==> config.mk <==
export PLATFORM = sky130hd
export DESIGN_NAME = mem_port_arbiter
export DESIGN_NICKNAME = d
export VERILOG_FILES = /design/src/rtl/mem_port_arbiter.sv
export SDC_FILE = /design/constraint.sdc
export NUM_CORES = 1
export LEC_CHECK = 0
export CAP_MARGIN = 20
export CORE_ASPECT_RATIO = 0.9
export CORE_MARGIN = 8
export CORE_UTILIZATION = 47
export DETAILED_ROUTE_END_ITERATION = 8
export PLACE_DENSITY_LB_ADDON = 0.12
export SYNTH_ARGS = -nofsm -noshare
export SYNTH_HDL_FRONTEND = slang
export SYNTH_SLANG_ARGS = --single-unit
==> constraint.sdc <==
create_clock -name clk -period 2.15 [get_ports clk]
set_clock_uncertainty 0.2 [all_clocks]
set_input_delay 0.43 -clock clk [delete_from_list [all_inputs] [get_ports clk]]
set_output_delay 0.43 -clock clk [all_outputs]
set_load 0.01 [all_outputs]
==> src/rtl/mem_port_arbiter.sv <==
// -----------------------------------------------------------------------------
// mem_port_arbiter
//
// Shares one memory port between three requesters:
//   0 = instruction fetch, 1 = load/store, 2 = I/O / debug.
// Grants round-robin. A grant is held until the memory acknowledges (or the
// owner drops its request), then passes straight to the next pending
// requester with no idle cycle in between. Also drives the 2-bit select of
// the 3-to-1 address/data muxer in front of the port
// (00=req0, 01=req1, 10=req2, 11=idle, bus driven to zero).
//
// Build option:
//   ARB_TIMEOUT_EN  when defined, a grant held for TIMEOUT cycles without
//                   mem_ack is forcibly released and timeout_err pulses for
//                   one cycle. When undefined, a grant is held indefinitely
//                   and timeout_err is tied to 0.
//
// Parameters:
//   TIMEOUT  max OWN cycles without mem_ack (ARB_TIMEOUT_EN builds only)
//   CNT_W    hold counter width, 2**CNT_W must exceed TIMEOUT
//
// Ports:
//   clk          in   system clock, rising edge
//   rst_n        in   asynchronous active-low reset
//   req[2:0]     in   level request per requester, held until its ack
//   mem_ack      in   1-cycle pulse: memory finished the current transfer
//   grant[2:0]   out  registered one-hot grant, 000 when idle
//   sel[1:0]     out  registered muxer select, 11 when idle
//   ack[2:0]     out  combinational, grant & {3{mem_ack}}
//   busy         out  registered, 1 while a grant is held
//   timeout_err  out  registered 1-cycle pulse on forced release
// -----------------------------------------------------------------------------
module mem_port_arbiter #(
   parameter int TIMEOUT = 16,
   parameter int CNT_W   = 5
) (
   input  logic       clk,
   input  logic       rst_n,
   input  logic [2:0] req,
   input  logic       mem_ack,
   output logic [2:0] grant,
   output logic [1:0] sel,
   output logic [2:0] ack,
   output logic       busy,
   output logic       timeout_err
);

   // Configuration sanity: the hold counter must be able to represent TIMEOUT.
   if ((1 << CNT_W) <= TIMEOUT) begin : g_bad_cfg
      $error("mem_port_arbiter: 2**CNT_W must be greater than TIMEOUT");
   end

   typedef enum logic {
      ST_IDLE = 1'b0,
      ST_OWN  = 1'b1
   } state_e;

   localparam logic [1:0] SEL_IDLE = 2'b11;

   // ---------------------------------------------------------------------------
   // Helpers
   // ---------------------------------------------------------------------------

   // Round-robin successor. The pointer never holds 3, but if it ever does it
   // is treated as 0, so 3 maps to 1 like 0 does.
   function automatic logic [1:0] inc_mod3(input logic [1:0] idx);
      logic [1:0] nxt;
      case (idx)
         2'd0:    nxt = 2'd1;
         2'd1:    nxt = 2'd2;
         2'd2:    nxt = 2'd0;
         default: nxt = 2'd1;
      endcase
      return nxt;
   endfunction

   // Search order start, start+1, start+2 (mod 3). Returns {found, winner}.
   function automatic logic [2:0] rr_pick(input logic [2:0] mask,
                                          input logic [1:0] start);
      logic [1:0] idx;
      logic [2:0] res;
      idx = (start == 2'd3) ? 2'd0 : start;
      res = 3'b000;
      for (int i = 0; i < 3; i++) begin
         if (!res[2] && mask[idx]) begin
            res = {1'b1, idx};
         end
         idx = inc_mod3(idx);
      end
      return res;
   endfunction

   function automatic logic [2:0] onehot3(input logic [1:0] idx);
      logic [2:0] oh;
      case (idx)
         2'd0:    oh = 3'b001;
         2'd1:    oh = 3'b010;
         2'd2:    oh = 3'b100;
         default: oh = 3'b000;
      endcase
      return oh;
   endfunction

   // ---------------------------------------------------------------------------
   // State
   // ---------------------------------------------------------------------------
   state_e     state_q, state_d;
   logic [1:0] owner_q, owner_d;
   logic [1:0] ptr_q,   ptr_d;
   logic [2:0] grant_q, grant_d;
   logic [1:0] sel_q,   sel_d;
   logic       busy_q,  busy_d;

   logic [2:0] idle_win;     // {found, winner} searching all requests from ptr
   logic [1:0] rel_ptr;      // pointer after the current owner releases
   logic [2:0] rel_win;      // {found, winner} excluding the releasing owner
   logic       owner_req;    // current owner still requesting
   logic       timeout_hit;  // forced release this cycle
   logic       release_own;  // owner gives up the port at the next edge
   logic       enter_own;    // a new grant starts at the next edge

   assign owner_req = |(req & onehot3(owner_q));
   assign idle_win  = rr_pick(req, ptr_q);
   assign rel_ptr   = inc_mod3(owner_q);
   // The releasing owner is masked out so that a requester re-asserting right
   // after its own ack cannot immediately win again over other pending work.
   assign rel_win   = rr_pick(req & ~onehot3(owner_q), rel_ptr);

`ifdef ARB_TIMEOUT_EN
   logic [CNT_W-1:0] cnt_q, cnt_d;
   logic             timeout_err_q;

   // The cycle in which the count reaches TIMEOUT is the last one the grant
   // is held, so the owner sees exactly TIMEOUT grant cycles.
   assign timeout_hit = (state_q == ST_OWN) && !mem_ack &&
                        (int'(cnt_q) >= TIMEOUT - 1);
`else
   assign timeout_hit = 1'b0;
`endif

   // Normal completion, abort (owner dropped req) and forced release all hand
   // off identically; mem_ack together with a dropped req is a completion.
   assign release_own = (state_q == ST_OWN) &&
                        (mem_ack || !owner_req || timeout_hit);

   // ---------------------------------------------------------------------------
   // Next-state logic
   // ---------------------------------------------------------------------------
   // NOTE: every signal gets a default before the case so no path leaves it
   // unassigned; an unassigned path in always_comb would infer a latch.
   always_comb begin
      state_d   = state_q;
      owner_d   = owner_q;
      ptr_d     = ptr_q;
      enter_own = 1'b0;

      case (state_q)
         ST_IDLE: begin
            if (idle_win[2]) begin
               state_d   = ST_OWN;
               owner_d   = idle_win[1:0];
               enter_own = 1'b1;
            end
         end
         ST_OWN: begin
            if (release_own) begin
               ptr_d = rel_ptr;
               if (rel_win[2]) begin
                  owner_d   = rel_win[1:0];
                  enter_own = 1'b1;
               end else begin
                  state_d = ST_IDLE;
               end
            end
         end
         default: begin
            state_d = ST_IDLE;
         end
      endcase

      // Outputs are a pure function of the next state, registered below.
      if (state_d == ST_OWN) begin
         grant_d = onehot3(owner_d);
         sel_d   = owner_d;
         busy_d  = 1'b1;
      end else begin
         grant_d = 3'b000;
         sel_d   = SEL_IDLE;
         busy_d  = 1'b0;
      end
   end

`ifdef ARB_TIMEOUT_EN
   // Hold counter: cleared on every entry to OWN (including hand-offs),
   // counts OWN cycles without mem_ack, saturates at all-ones.
   always_comb begin
      cnt_d = cnt_q;
      if (enter_own) begin
         cnt_d = '0;
      end else if ((state_q == ST_OWN) && !mem_ack && (cnt_q != '1)) begin
         cnt_d = cnt_q + 1'b1;
      end
   end
`endif

   // ---------------------------------------------------------------------------
   // Registers
   // ---------------------------------------------------------------------------
   // NOTE: state is updated with non-blocking assignments so every flop
   // samples the pre-edge values regardless of statement order.
   always_ff @(posedge clk or negedge rst_n) begin
      if (!rst_n) begin
         state_q <= ST_IDLE;
         owner_q <= 2'd0;
         ptr_q   <= 2'd0;
         grant_q <= 3'b000;
         sel_q   <= SEL_IDLE;
         busy_q  <= 1'b0;
      end else begin
         state_q <= state_d;
         owner_q <= owner_d;
         ptr_q   <= ptr_d;
         grant_q <= grant_d;
         sel_q   <= sel_d;
         busy_q  <= busy_d;
      end
   end

`ifdef ARB_TIMEOUT_EN
   always_ff @(posedge clk or negedge rst_n) begin
      if (!rst_n) begin
         cnt_q         <= '0;
         timeout_err_q <= 1'b0;
      end else begin
         cnt_q         <= cnt_d;
         timeout_err_q <= timeout_hit;
      end
   end

   assign timeout_err = timeout_err_q;
`else
   assign timeout_err = 1'b0;
`endif

   // ---------------------------------------------------------------------------
   // Outputs
   // ---------------------------------------------------------------------------
   assign grant = grant_q;
   assign sel   = sel_q;
   assign busy  = busy_q;
   // grant is 000 in IDLE and during reset, so a stray mem_ack produces no ack.
   assign ack   = grant_q & {3{mem_ack}};

endmodule

==> results.toml, run 1 <==
[outcome]
status = "complete, but fails checks"
violations = "setup timing"

[routing]
vias_per_cell = 5.52
wl_per_cell_um = 16.5
dr_total_vias = 961
drc_errors = 0
dr.first_iter.drc_count = 65
drtPass1Iterations = 4
postRouteAntennaNets = 0
wirelength_mm = 2.87

[cells_and_area]
final_core_util_pct = 73.7
final_net_count = 163
nFillCells = 161
area_delta_synth_final_pct = 53.6
layout-drive-gt1-share_pct = 44.9
diodes = 0

[timing]
worst_slack_ns = -0.0326
fin_tns_setup_ns = -0.0734
hold_violations = 0
fmax_mhz = 458
min_period_ns = 2.18
final_max_slew_viol_count = 0
hold_slack_ns = 0.275
finalCritPeriodShare_pct = 102
rsz0062_at_grt = "true"
finalSetupViolCount = 3

[worst_setup_path]
r2r_setup_slack_ns = -0.03
start_kind = "flop"
worstReg2RegStart = "owner_q[1]$_DFF_PN0_"
rr_endpoint = "grant[1]$_DFF_PN0_"
reg2reg_depth = 8
required_ns = 2.11
end_kind = "flop"
worst-setup-path-type = "flop to flop"
crit_arrival_ns = 2.15
cp_max_fo = 5

[power]
p_int_w = 0.00153
pwr-share-comb_pct = 78.6
pwr-share-clk_pct = 6.6
ir_worst_vdd_mv = 1.03
pwr-share-seq_pct = 14.8
p_total_w = 0.00263
power.switching_w = 0.00111
p_per_area_nw_per_um2 = 1700
swShare_pct = 42.0
p_leak_nw = 0.676

[synth]
async_flop_share_pct = 100
synth-seq-area-share_pct = 25.1
syn-num-nets = 121
syn_inst = 106
yosys.cell_types.count = 44
synth_xor_area_share_pct = 0
yosys.area.top_type_share_pct = 19.9
yosys.area.top_type = "dfrtp_1"
syn_area_sq_um = 1010
yosysMostFrequentCell = "ha_1"
synth_area_leaders = "dfrtp_1, ha_1, dfstp_2"
synthFlopType = "dfrtp_1"
yosys-top-cells-count = "ha_1, dfrtp_1, nor2b_1"
synthMuxAreaShare_pct = 5.09
synth_top_family_by_area = "compound AO/OA/AOI/OAI gates"
ys_ff_latch = 10
synthAdderAreaFrac_pct = 11.2
synth_warnings = 0
synth_compound_area_share_pct = 31.6
synth.avg_cell_area_sq_um = 9.51
synth_edf_count = 0
synthSimpleGateAreaFrac_pct = 20.2

[placement]
place.gp.congestion = 0.937
pre_cts_ws_ns = -0.376
port_buffers = 14
dpl.hpwl_mm = 2.23

[global_route]
grt_antenna_before_repair = 0
grt_pass1_wl_mm = 4.64
grt_max_degree = 11
grt_usage_pct = 15.3
first_global_vias = 932
grt_overflow = 0

[job]
cap_violations = 0

[die]
die_h_um = 59.9
core_region_area_sq_um = 2100
die_area_sq_um = 3890
ioPinCount = 16
start_util_pct = 48.0
dieWidth_um = 64.8
rows = 16

[clock_network]
cts_buffers = 3
clock_latency_ns = 0.27
cts.sinks = 10
cts_tree = "yes"
clkTransAtPathRegs_ns = 0.08
htreeDepth = 1
cts_buffer_depth = 2
clk_root_buffer_cell = "clkbuf_4"

[worst_hold_path]
hold_class = "input port to async pin"
==> worst max-delay path by stage <==
stage / endpoint / slack [ns] / start / cells after the start
final: grant[1]$_DFF_PN0_ / -0.03 / owner_q[1]$_DFF_PN0_ / 8
after global routing: grant[1]$_DFF_PN0_ / -0.10 / owner_q[0]$_DFF_PN0_ / 8
after CTS: grant[1]$_DFF_PN0_ / -0.03 / owner_q[0]$_DFF_PN0_ / 8
after detailed placement: grant[2]$_DFF_PN0_ / -0.38 / req[1] / 7
after global placement: grant[0]$_DFF_PN0_ / -0.38 / req[2] / 7
after floorplan: grant[0]$_DFF_PN0_ / 0.003 / owner_q[0]$_DFF_PN0_ / 9
==> cell type report <==
cell class | count | area (sq um) | share of cell area [%]
clock buffer | 4 | 36.3 | 2.34
inverter | 9 | 41.3 | 2.67
multi-input combinational | 83 | 825 | 53.2
sequential | 10 | 255 | 16.5
tap | 27 | 33.8 | 2.18
timing repair buffer | 41 | 358 | 23.1
==> logic make-up after synthesis <==
| logic type | Yosys count |
|---|---|
| DFF | 10 |
| muxes | 5 |
| AOI/OAI and AO/OA | 35 |
| adders and majority gates | 9 |
| and+or+nand+nor | 33 |
| buffers and inverters | 13 |
| other | 1 |
==> sequential cells by signal, summed over array words and instances, names as in the netlist <==
name	cells
grant	3
sel	2
ptr_q	2
busy	1
owner_q	2
==> through the flow <==
step	std cells	area [sq um]
final	174	1550
after global routing	174	1550
after CTS	172	1490
after detailed placement	164	1330
after global placement	164	1330
after floorplan	106	1030
==> layer usage <==
layer / track usage [%] / routed length [um] / part of all wire [%] / up-vias
met5: 0 / 0 / 0 / -
met4: 3.73 / 0 / 0 / 0
met3: 3.37 / 175 / 6.1 / 0
met2: 27.2 / 1440 / 50 / 35
met1: 18.3 / 1250 / 43 / 455
li1: - / - / - / 471
==> power groups by stage <==
stage	clock network [W]	registers, W	logic [W]
3_3_place_gp	0	0.000373	0.00170
3_5_place_dp	0	0.000379	0.00174
2_1_floorplan	0	0.000390	0.00110
6_report	0.000173	0.000390	0.00207
5_1_grt	0.000189	0.000403	0.00223
4_1_cts	0.000176	0.000389	0.00194
==> repair_timing <==
action,4_1_cts,5_1_grt
setup buffers,4,2
resized for setup,27,5
hold buffers,0,0
endpoints found under the setup margin,8,5
pin swaps,11,5
hold endpoints to repair,0,0
==> critical path, cell delays in order, from the launching register on <==
cell and delay (ns):
dfrtp_2 0.45, buf_12 0.14, ha_4 0.17, and4bb_1 0.22
a221o_1 0.29, or2_1 0.24, o32ai_4 0.12, inv_2 0.09
o211a_1 0.13
==> cells in the final DEF (no fill, tap or decap), drive strengths merged, types with 2 or more instances in the layout <==
master,count
buf,27
clkdlybuf4s50,10
ha,9
nor2b,8
o21ai,8
dfrtp,8
inv,8
nand2,6
nor2,5
and2,4
mux2i,4
a21oi,4
dlygate4sd2,4
clkbuf,4
o211a,3
nand2b,3
a22oi,3
o32a,2
dfstp,2
a21boi,2
or2,2
o32ai,2
Note: power is estimated with default switching activity, not from simulation.
==> inputs of run 2 (changes only) <==
--- a/config.mk
+++ b/config.mk
@@ -6,7 +6,6 @@
 export NUM_CORES = 1
 export LEC_CHECK = 0
 export CAP_MARGIN = 20
-export CORE_ASPECT_RATIO = 0.9
 export CORE_MARGIN = 8
 export CORE_UTILIZATION = 47
 export DETAILED_ROUTE_END_ITERATION = 8
==> results.toml, run 2 (synthesized netlist as in run 1, its figures left out) <==
[global_route]
grt_pass1_wl_mm = 5.02
grt_antenna_before_repair = 0
grt_usage_pct = 15.3
grt_overflow = 0
grt_max_degree = 11
first_global_vias = 1094

[timing]
finalSetupViolCount = 6
hold_violations = 0
min_period_ns = 2.27
rsz0062_at_grt = "true"
worst_slack_ns = -0.120
final_max_slew_viol_count = 0
fmax_mhz = 441
fin_tns_setup_ns = -0.451
finalCritPeriodShare_pct = 106

[placement]
pre_cts_ws_ns = -0.394
place.gp.congestion = 0.827
postPlaceCellArea_sq_um = 1340
dpl.hpwl_mm = 2.26
port_buffers = 14

[cells_and_area]
diodes = 0
area_delta_synth_final_pct = 55.3
mostFrequentLayoutCells = "buf_4, clkdlybuf4s50_1, nor2b_1"
final_common_cell = "buf_4"
final_net_count = 165
largest_register_ffs = 3
layout-drive-gt1-share_pct = 45.6
design_area_sq_um = 1570

[clock_network]
clkTransAtPathRegs_ns = 0.07
cts_buffers = 3
clk_root_buffer_cell = "clkbuf_4"
ctsHoldBuffers = 0
cts_buffer_depth = 2
htreeDepth = 1
cts.sinks = 10
cts_tree = "yes"
clock_latency_ns = 0.26

[worst_setup_path]
worst-setup-path-type = "flop to flop"
r2r_setup_slack_ns = -0.12
cp_max_fo = 5
required_ns = 2.16
worstReg2RegStart = "owner_q[0]$_DFF_PN0_"
reg2reg_depth = 8
end_kind = "flop"
start_kind = "flop"
crit_arrival_ns = 2.28
rr_endpoint = "grant[1]$_DFF_PN0_"

[routing]
vias_per_cell = 5.94
dr.first_iter.drc_count = 33
dr_total_vias = 1045
drtPass1Iterations = 4
wirelength_mm = 3.18
drc_errors = 0
wl_per_cell_um = 18.1
postRouteAntennaNets = 0

[job]
cap_violations = 0

[power]
p_per_area_nw_per_um2 = 1770
p_leak_nw = 0.680
ir_worst_vdd_mv = 1.19

[outcome]
status = "complete, but fails checks"
violations = "setup timing"

[die]
ioPinCount = 16
core_region_area_sq_um = 2000
die_h_um = 62.3
rows = 16
start_util_pct = 50.4
die_area_sq_um = 3880
dieWidth_um = 62.3

[worst_hold_path]
hold_class = "input port to async pin"
-- run 2: changes by cell type in the layout (fill, tap and decap cells not counted), sizes merged --
cell | before | now
buf | 27 | 29
dlygate4sd2 | 4 | 2
clkdlybuf4s15 | 0 | 1
clkdlybuf4s50 | 10 | 11
clkinv | 1 | 2
inv | 8 | 7
-- run 2: final cells by class --
cell class / instances / area [sq um]
Timing Repair Buffer: 43 / 367
Sequential cell: 10 / 255
Tap cell: 27 / 33.8
Fill cell: 121 / 435
Inverter: 9 / 46.3
Multi-Input combinational cell: 83 / 828
Clock buffer: 4 / 36.3
-- run 2: worst max-delay path by stage --
| stage | from | to | slack (ns) | cells after the start |
|---|---|---|---|---|
| final | owner_q[0]$_DFF_PN0_ | grant[1]$_DFF_PN0_ | -0.12 | 8 |
| after CTS | owner_q[0]$_DFF_PN0_ | grant[1]$_DFF_PN0_ | -0.05 | 8 |
| after global routing | owner_q[0]$_DFF_PN0_ | grant[1]$_DFF_PN0_ | -0.16 | 8 |
| after detailed placement | req[2] | grant[2]$_DFF_PN0_ | -0.39 | 7 |
| after floorplan | owner_q[0]$_DFF_PN0_ | grant[0]$_DFF_PN0_ | 0.003 | 9 |
| after global placement | req[2] | grant[0]$_DFF_PN0_ | -0.40 | 7 |
-- run 2: stage by stage --
| step | cells | power, W | util (%) | hold slack [ns] |
|---|---|---|---|---|
| after floorplan | 106 | 0.00149 | - | -0.0656 |
| after global placement | 165 | 0.00210 | 66.9 | 0.331 |
| after detailed placement | 165 | 0.00214 | 66.9 | 0.353 |
| after CTS | 175 | 0.00254 | 75.5 | 0.270 |
| after global routing | 176 | 0.00293 | 78.3 | 0.291 |
| final | 176 | 0.00277 | 78.3 | 0.261 |
-- run 2: timing repair --
action,CTS,global route
endpoints found under the setup margin,11,10
buffers inserted,6,1
pin swaps,12,6
resized for setup,23,12
-- run 2: routing by layer --
metal | track usage [%] | share of wire (%)
met2 | 28.1 | 51
met3 | 3.76 | 5.6
met4 | 5.70 | 2.9
met1 | 16.3 | 40
met5 | 0 | 0
-- run 2: worst max-delay path, cell delays in order (launching register included) --
cell,delay (ns)
dfrtp_2,0.47
clkinv_4,0.12
ha_4,0.19
and4bb_1,0.22
a221o_1,0.31
o32a_1,0.19
o2111a_2,0.30
inv_4,0.08
o211a_1,0.14
-- run 2: power by group --
part	switching, W	internal (W)
Combinational	0.00103	0.00116
Clock	0.0000649	0.000103
Sequential	0.000108	0.000301
